**config.mk**
```make
export PLATFORM = sky130hd
export DESIGN_NAME = pin_input_filter
export DESIGN_NICKNAME = d
export VERILOG_FILES = /design/src/rtl/sonata_pkg.sv /design/src/rtl/pin_input_filter_cell.sv /design/src/rtl/pin_input_filter.sv
export SDC_FILE = /design/constraint.sdc
export NUM_CORES = 1
export LEC_CHECK = 0
export CAP_MARGIN = 30
export CORE_AREA = 2 2 171 173
export DETAILED_ROUTE_END_ITERATION = 10
export DIE_AREA = 0 0 173 175
export HOLD_SLACK_MARGIN = 0.08
export PLACE_DENSITY = 0.85
export SYNTH_ARGS = -nofsm -noshare
export SYNTH_HDL_FRONTEND = slang
export SYNTH_SLANG_ARGS = --single-unit
```
**constraint.sdc**
```tcl
create_clock -name clk_i -period 40.4 [get_ports clk_i]
set_input_delay 8.08 -clock clk_i [delete_from_list [all_inputs] [get_ports clk_i]]
set_output_delay 8.08 -clock clk_i [all_outputs]
set_load 0.01 [all_outputs]
```
**src/rtl/sonata_pkg.sv**
```systemverilog
// Shared Sonata definitions: pin counts, filter depth and pin vector type.
// Also holds a helper sizing the per-bit saturating filter counter.
package sonata_pkg;

  localparam int IN_PIN_NUM = 44;
  localparam int INOUT_PIN_NUM = 32;
  localparam int PIN_FILTER_CYCLES = 16;

  // In-pin vector sits below the inout-pin vector.
  typedef logic [IN_PIN_NUM+INOUT_PIN_NUM-1:0]
    sonata_all_in_pins_t;

  // Counter must hold 0..cycles-1; keep at least one bit.
  function automatic int filter_cnt_width(int cycles);
    int w;
    w = $clog2(cycles);
    if (w < 1) w = 1;
    return w;
  endfunction

endpackage

```
**src/rtl/pin_input_filter_cell.sv**
```systemverilog
// pin_filter_cell: one pin bit -- 2-flop synchroniser, glitch counter,
// registered rise/fall pulses.
// Ports: clk_i, rst_i (async high), pin_i (async pad), filter_en_i,
//        pin_o (filtered level), rise_o / fall_o (one-cycle pulses).
// Macro PIN_INPUT_FILTER_EN enables the counter; otherwise a level
// change is accepted on the first cycle it reaches sync2.
module pin_filter_cell
  import sonata_pkg::*;
#(
  parameter int   FilterCycles = PIN_FILTER_CYCLES,
  parameter logic ResetValue   = 1'b0
) (
  input  logic clk_i,
  input  logic rst_i,
  input  logic pin_i,
  input  logic filter_en_i,
  output logic pin_o,
  output logic rise_o,
  output logic fall_o
);

  logic sync1;
  logic sync2;
  logic upd;

  always_ff @(posedge clk_i or posedge rst_i) begin
    if (rst_i) begin
      sync1 <= ResetValue;
      sync2 <= ResetValue;
    end else begin
      sync1 <= pin_i;
      sync2 <= sync1;
    end
  end

`ifdef PIN_INPUT_FILTER_EN
  localparam int CW = filter_cnt_width(FilterCycles);
  localparam logic [CW-1:0] CntMax = CW'(FilterCycles - 1);

  logic [CW-1:0] cnt_q;
  logic [CW-1:0] cnt_d;

  // Counter clears whenever the level matches or is accepted, so it
  // saturates at CntMax and never wraps.
  always_comb begin
    cnt_d = '0;
    upd   = 1'b0;
    if (sync2 != pin_o) begin
      if (!filter_en_i || (cnt_q == CntMax)) begin
        upd = 1'b1;
      end else begin
        cnt_d = cnt_q + 1'b1;
      end
    end
  end

  always_ff @(posedge clk_i or posedge rst_i) begin
    if (rst_i) begin
      cnt_q <= '0;
    end else begin
      cnt_q <= cnt_d;
    end
  end
`else
  localparam int unused_cycles = FilterCycles;
  logic unused_en;

  assign unused_en = filter_en_i;
  assign upd = (sync2 != pin_o);
`endif

  always_ff @(posedge clk_i or posedge rst_i) begin
    if (rst_i) begin
      pin_o  <= ResetValue;
      rise_o <= 1'b0;
      fall_o <= 1'b0;
    end else begin
      if (upd) begin
        pin_o <= sync2;
      end
      rise_o <= upd & sync2;
      fall_o <= upd & ~sync2;
    end
  end

endmodule

```
**src/rtl/pin_input_filter.sv**
```systemverilog
// pin_input_filter: per-bit synchronise, glitch-filter and edge-detect
// of raw pad inputs before the pinmux. Macro: PIN_INPUT_FILTER_EN.
// Ports: clk_i, rst_i (async high), pins_i, filter_en_i,
//        pins_o, rise_o, fall_o (all Width bits).
module pin_input_filter
  import sonata_pkg::*;
#(
  parameter int               Width        = IN_PIN_NUM + INOUT_PIN_NUM,
  parameter int               FilterCycles = PIN_FILTER_CYCLES,
  parameter logic [Width-1:0] ResetValue   = '0
) (
  input  logic             clk_i,
  input  logic             rst_i,
  input  logic [Width-1:0] pins_i,
  input  logic [Width-1:0] filter_en_i,
  output logic [Width-1:0] pins_o,
  output logic [Width-1:0] rise_o,
  output logic [Width-1:0] fall_o
);

  for (genvar i = 0; i < Width; i++) begin : g_cell
    pin_filter_cell #(
      .FilterCycles(FilterCycles),
      .ResetValue  (ResetValue[i])
    ) u_cell (
      .clk_i      (clk_i),
      .rst_i      (rst_i),
      .pin_i      (pins_i[i]),
      .filter_en_i(filter_en_i[i]),
      .pin_o      (pins_o[i]),
      .rise_o     (rise_o[i]),
      .fall_o     (fall_o[i])
    );
  end

endmodule

```
# Word-level counts from Yosys, hierarchy flattened
# Index checks and enable logic that the tools add are counted.
[classes]
n_eq_ne = 76
bitwise_logic = 228
[ops]
columns = ["op", "count"]
rows = [
  ["bitwise AND 1 bit", 152],
  ["!= test 1 bit", 76],
  ["inverter 1 bit", 76],
]
[totals]
out_inout_bits = 228
ff_bits = 380
in_bits = 154

# Depth between registers and ports, before layout
# Gate-level depths: netlist of the first run.
[depth]
ltp_word = 2
mapped_depth = 3
depth_no_buf = 3

# By module
# From an unflattened synthesis of the first run, not the netlist that was laid out.
[unflattened]
hier_cells = 836
area_unflattened_um2 = 13407.9
[modules_own_cells]
columns = ["module", "instances", "area_per_inst_um2", "cells_per_inst", "seq_area_each_um2"]
rows = [
  ["pin_filter_cell", 76, 176.4, 11, 125.1],
]

# Worst setup path before layout of the first run
# Ideal clock, no wire load.
[synth_path]
path_kind = "reg-to-output"
from = "reg g_cell[0].u_cell.pin_o"
to = "out pins_o[0]"
required_ps = 32320
path_slack_ps = 31797
t_arrival_ps = 523
path_buffers = 1
path_stages_with_launch = 2
path_cell_list = "dfrtp_1 > buf_4"
[synth_rtl]
columns = ["item", "line", "source"]
rows = [
  ["start, declared", "pin_input_filter_cell.sv:17", "output logic pin_o,"],
  ["start signal, assigned", "pin_input_filter_cell.sv:74", "pin_o <= ResetValue;"],
  ["start signal, assigned", "pin_input_filter_cell.sv:79", "pin_o <= sync2;"],
  ["end, declared", "pin_input_filter.sv:16", "output logic [Width-1:0] pins_o,"],
]
# No word-level cell between the ends.

# Worst setup path in the final report of the first run
[layout_path]
from = "reg g_cell[29].u_cell.pin_o"
to = "out pins_o[29]"
[layout_rtl]
columns = ["item", "line"]
rows = [
  ["start, declared", "pin_input_filter_cell.sv:17"],
  ["start signal, assigned", "pin_input_filter_cell.sv:74"],
  ["start signal, assigned", "pin_input_filter_cell.sv:79"],
]
# No word-level cell between the ends.

==> results.json, run 1 <==
{
  "status": "finished, final reports clean",
  "reg2reg_depth": 3,
  "vias": 6622,
  "hold_depth": 0,
  "hold_buffers": 0,
  "ys_types": 5,
  "max_freq_mhz": 104,
  "p_sw_frac": 0.273,
  "drive_gt1_frac": 0.117,
  "synth.avg_cell_area_um2": 15.0,
  "synth.area.mux_share": 0.0769,
  "vdd_drop_max_uv": 43.7,
  "ant_nets": 0,
  "arrival_ns": 1.51,
  "skew_ns": 0.00567,
  "critPathKind": "flop to primary output",
  "clk_latency_ns": 0.51,
  "grt_start_max_net_pins": 170,
  "switching_power_mw": 0.348,
  "chipWidth_um": 173,
  "critPathMaxFanout": 4,
  "slowest_stage": "clkdlybuf4s50_1",
  "slew_headroom": 0.436,
  "port_buffers": 305,
  "fin_tns_setup_ns": 0,
  "yosys_warnings": 0,
  "tightest_slew_ns": 0.845,
  "postCtsResizedCells": 0,
  "route.detailed.drc": 0,
  "synth_xor_area_frac": 0,
  "die_y_um": 175,
  "cp.buffers_inverters": 1,
  "synth_fa_ha_area_frac": 0.128,
  "synth-simple-area-share": 0,
  "wl_um": 23600,
  "fin_crit_sh": 0.237,
  "antenna_found_initial": 4,
  "ys_seq_elements": 380,
  "clockRootBuffer": "clkbuf_16",
  "crit_chain": "clkdlybuf4s50_1",
  "syn_inst": 989,
  "first_pass_iters": 4,
  "htreeDepth": 2,
  "maxCapViolations": 0,
  "gp_congestion": 0.742,
  "timing.hold.ws_ns": 0.341,
  "initial_core_util": 0.523,
  "cts_buffers": 39,
  "path_clk_slew_ns": 0.06,
  "final.min_clock_period_ns": 9.59,
  "syn-cell-area_um2": 14800,
  "p_clk_frac": 0.271,
  "io-pin-count": 382,
  "synth_compound_area_frac": 0,
  "cts_tree": "built",
  "die-area_um2": 30300,
  "place_area_um2": 16700,
  "grt_remaining_overflow": 0,
  "via_per_inst": 4.35,
  "start_kind": "flop",
  "cts_sinks": 380,
  "setup_viol": 0,
  "core_area_um2": 28400,
  "finalNetCount": 1416,
  "ys_seq_area_frac": 0.641,
  "post_cts_buffers": 0,
  "final_util": 0.633,
  "grt_pass1_wl_um": 38000,
  "rows": 62,
  "dpl.hpwl_um": 16300,
  "hold_viol": 0,
  "end_kind": "primary output",
  "syn_to_final_growth_pct": 21.1,
  "cpPeakStageDelay_ns": 0.61,
  "power_per_cell_area_nw_per_um2": 70.8,
  "clockBufferDepth": 3,
  "grt_setup_unrepaired": "false",
  "total_leakage_power_nw": 9.03,
  "hold_path_class": "flop to flop",
  "post_drt_wl_per_cell_um": 15.5,
  "path_delay_family": "buffers and inverters",
  "synth_top_family_by_area": "buffers and inverters",
  "syn_nets": 1295,
  "maxSlewViolCount": 0,
  "p_int_mw": 0.924,
  "seqPwrFrac": 0.418,
  "cp_num_cells": 1,
  "grt_util_all_layers": 0.159,
  "required_ns": 32.32,
  "grt_pass1_vias": 7266,
  "final_common_cell": "dfrtp_1",
  "final_cell_mix": "dfrtp_1, clkdlybuf4s50_1, inv_1, ha_1, mux2_4",
  "power_frac_comb": 0.311,
  "drt_iter0_markers": 248,
  "final_cell_area_um2": 18000
}
## Yosys cell counts
cell type | instances | area, um2
inv_1 | 153 | 574
mux2_4 | 76 | 1140
ha_1 | 152 | 1900
dfrtp_1 | 380 | 9510
buf_4 | 228 | 1710
## layout make-up
cell class,instances,area (um2)
antenna,3,7.51
clock buffer,60,1160
clock inverter,6,80.1
fill,2025,10400
inverter,153,582
multi-input combinational,228,3040
sequential,380,9510
tap,384,480
timing repair buffer,308,3110
## power by group through the flow
stage	registers (mW)	logic [mW]	clock network [mW]
CTS	0.533	0.404	0.354
detailed placement	0.538	0.400	0
global placement	0.531	0.383	0
global route	0.545	0.427	0.370
floorplan	0.521	0.305	0
finish	0.531	0.396	0.345
## layer usage
layer  GRT usage  up-vias  share of wire
met4      0.0629        2          0.035
met1       0.177     3302           0.36
met2       0.279      226           0.52
met3      0.0564       55          0.081
met5           0        -        0.00055
li1            -     3037              -
## final timing paths
path | slack (ns) | endpoint | startpoint
max | 30.81 | pins_o[29] | g_cell[29].u_cell.pin_o
min | 0.34 | g_cell[2].u_cell.sync2 | g_cell[2].u_cell.sync1
max reg2reg | 39.21 | g_cell[36].u_cell.pin_o | g_cell[36].u_cell.sync2
min reg2reg | 0.34 | g_cell[2].u_cell.sync2 | g_cell[2].u_cell.sync1
max in group asynchronous | 30.82 | g_cell[36].u_cell.sync2 | rst_i
min in group asynchronous | 7.90 | g_cell[35].u_cell.pin_o | rst_i
## kinds of logic after synthesis
| family | Yosys count |
|---|---|
| DFF | 380 |
| muxes | 76 |
| buffers and inverters | 381 |
| adders and majority gates | 152 |
## stage by stage
| step | total power, mW | instances | worst slack [ns] |
|---|---|---|---|
| floorplan | 0.826 | 989 | 21.76 |
| global placement | 0.914 | 1452 | 30.17 |
| detailed placement | 0.938 | 1452 | 30.13 |
| CTS | 1.29 | 1518 | 30.66 |
| global route | 1.34 | 1521 | 30.53 |
| finish | 1.27 | 1522 | 30.81 |
## sequential cells by signal, indices dropped and copies added (netlist names)
register              flops
g_cell.u_cell.fall_o     76
g_cell.u_cell.pin_o      76
g_cell.u_cell.rise_o     76
g_cell.u_cell.sync1      76
g_cell.u_cell.sync2      76
(Power assumes the default switching activity.)
==> inputs of run 2 (changes only) <==
CORE_AREA = 2 2 178 180   (was 2 2 171 173)
DIE_AREA = 0 0 180 182   (was 0 0 173 175)
PLACE_DENSITY = 0.79   (was 0.85)
clock period = 9.6 ns   (was 40.4 ns; I/O delays follow)
==> results.json, run 2 (synthesis gave the netlist of run 1 again) <==
{
  "status": "finished, final reports clean",
  "fin_crit_sh": 0.360,
  "ant_nets": 0,
  "tightest_slew_ns": 0.868,
  "grt_remaining_overflow": 0,
  "crit_chain": "clkdlybuf4s50_1",
  "port_buffers": 305,
  "cts_tree": "built",
  "route.detailed.drc": 0,
  "htreeDepth": 2,
  "clockRootBuffer": "clkbuf_16",
  "slew_headroom": 0.420,
  "drt_iter0_markers": 245,
  "syn_to_final_growth_pct": 21.9,
  "maxSlewViolCount": 0,
  "dp_cells": 1471,
  "hold_viol": 0,
  "vdd_drop_max_uv": 164,
  "total_leakage_power_nw": 9.08,
  "gp_congestion": 0.740,
  "critPathKind": "flop to primary output",
  "final_common_cell": "dfrtp_1",
  "cts_buffers": 40,
  "initial_core_util": 0.479,
  "finalNetCount": 1417,
  "postCtsResizedCells": 0,
  "grt_pass1_vias": 7215,
  "first_pass_iters": 4,
  "r2r-end": "g_cell[21].u_cell.pin_o",
  "post_drt_wl_per_cell_um": 14.8,
  "worst_slack_ns": 6.15,
  "path_delay_family": "buffers and inverters",
  "die_y_um": 182,
  "cp_num_cells": 1,
  "wl_um": 22700,
  "grt_setup_unrepaired": "false",
  "grt_pass1_wl_um": 37200,
  "reg2reg_depth": 3,
  "cts_sinks": 380,
  "vias": 6603,
  "hold_depth": 0,
  "dpl.hpwl_um": 15900,
  "stdcell_count": 1541,
  "required_ns": 7.68,
  "antenna_found_initial": 1,
  "fin_tns_setup_ns": 0,
  "skew_ns": 0.00701,
  "grt_util_all_layers": 0.143,
  "hold_path_class": "flop to flop",
  "path_clk_slew_ns": 0.06,
  "grt_start_max_net_pins": 145,
  "maxCapViolations": 0,
  "clk_latency_ns": 0.50,
  "max_freq_mhz": 289,
  "critPathMaxFanout": 4,
  "final_cell_mix": "dfrtp_1, clkdlybuf4s50_1, inv_1, ha_1, mux2_4",
  "cp-endpoint": "pins_o[42]",
  "cpPeakStageDelay_ns": 0.62,
  "chipWidth_um": 180,
  "via_per_inst": 4.28,
  "fill_cells": 2322,
  "hold_buffers": 0,
  "die-area_um2": 32800,
  "cp.buffers_inverters": 1,
  "drive_gt1_frac": 0.126,
  "rr_startpoint": "g_cell[21].u_cell.sync2",
  "setup_viol": 0,
  "final.min_clock_period_ns": 3.45,
  "dp_slack_ns": 5.75,
  "start_kind": "flop",
  "clockBufferDepth": 3,
  "r2r_setup_slack_ns": 8.40,
  "core_area_um2": 31000,
  "post_cts_buffers": 0,
  "power_per_cell_area_nw_per_um2": 301,
  "slowest_stage": "clkdlybuf4s50_1",
  "io-pin-count": 382,
  "end_kind": "primary output",
  "arrival_ns": 1.53,
  "cp-startpoint": "g_cell[42].u_cell.pin_o",
  "rows": 65
}
[run 2: cell count changes in the layout (fill, tap and decap cells not counted), sizes merged]
cell and delta:
clkinv +3, diode -2, clkinvlp +4, clkbuf -6, inv -1, bufinv +3
[run 2: report_power, final]
group          internal, mW  total (mW)  switching [mW]
registers              1.98        2.23           0.255
logic                  1.03        1.65           0.621
clock network         0.968        1.56           0.593
total                  3.97        5.44            1.47
[run 2: how the worst min path moves through the flow]
stage / to / start / slack [ns]
global route: g_cell[25].u_cell.sync2 / g_cell[25].u_cell.sync1 / 0.35
CTS: g_cell[69].u_cell.sync2 / g_cell[69].u_cell.sync1 / 0.35
floorplan: g_cell[0].u_cell.sync2 / g_cell[0].u_cell.sync1 / 0.33
detailed placement: g_cell[10].u_cell.sync2 / g_cell[10].u_cell.sync1 / 0.33
global placement: g_cell[11].u_cell.sync2 / g_cell[11].u_cell.sync1 / 0.33
finish: g_cell[47].u_cell.sync2 / g_cell[47].u_cell.sync1 / 0.34
[run 2: cell type report]
type / count / area, um2 / share of cell area
antenna: 1 / 2.50 / 0.000138
clock buffer: 54 / 1140 / 0.0633
clock inverter: 15 / 208 / 0.0115
inverter: 153 / 578 / 0.0320
multi-input combinational: 228 / 3040 / 0.168
sequential: 380 / 9510 / 0.526
tap: 402 / 503 / 0.0278
timing repair buffer: 308 / 3100 / 0.171
[run 2: metal layers]
metal,part of all wire,vias to the layer above,routed length (um),track usage
li1,-,3032,-,-
met1,0.37,3297,8430,0.161
met2,0.50,218,11300,0.240
met3,0.091,56,2070,0.0578
met4,0.042,0,946,0.0641
met5,0,-,0,0
[run 2: metrics by stage]
stage	cell area [um2]	power [mW]	util	hold slack, ns
floorplan	14800	3.48	-	0.331
global placement	16700	3.85	0.540	0.331
detailed placement	16700	3.94	0.540	0.335
CTS	18100	5.53	0.584	0.346
global route	18100	5.75	0.584	0.351
finish	18100	5.44	0.584	0.345
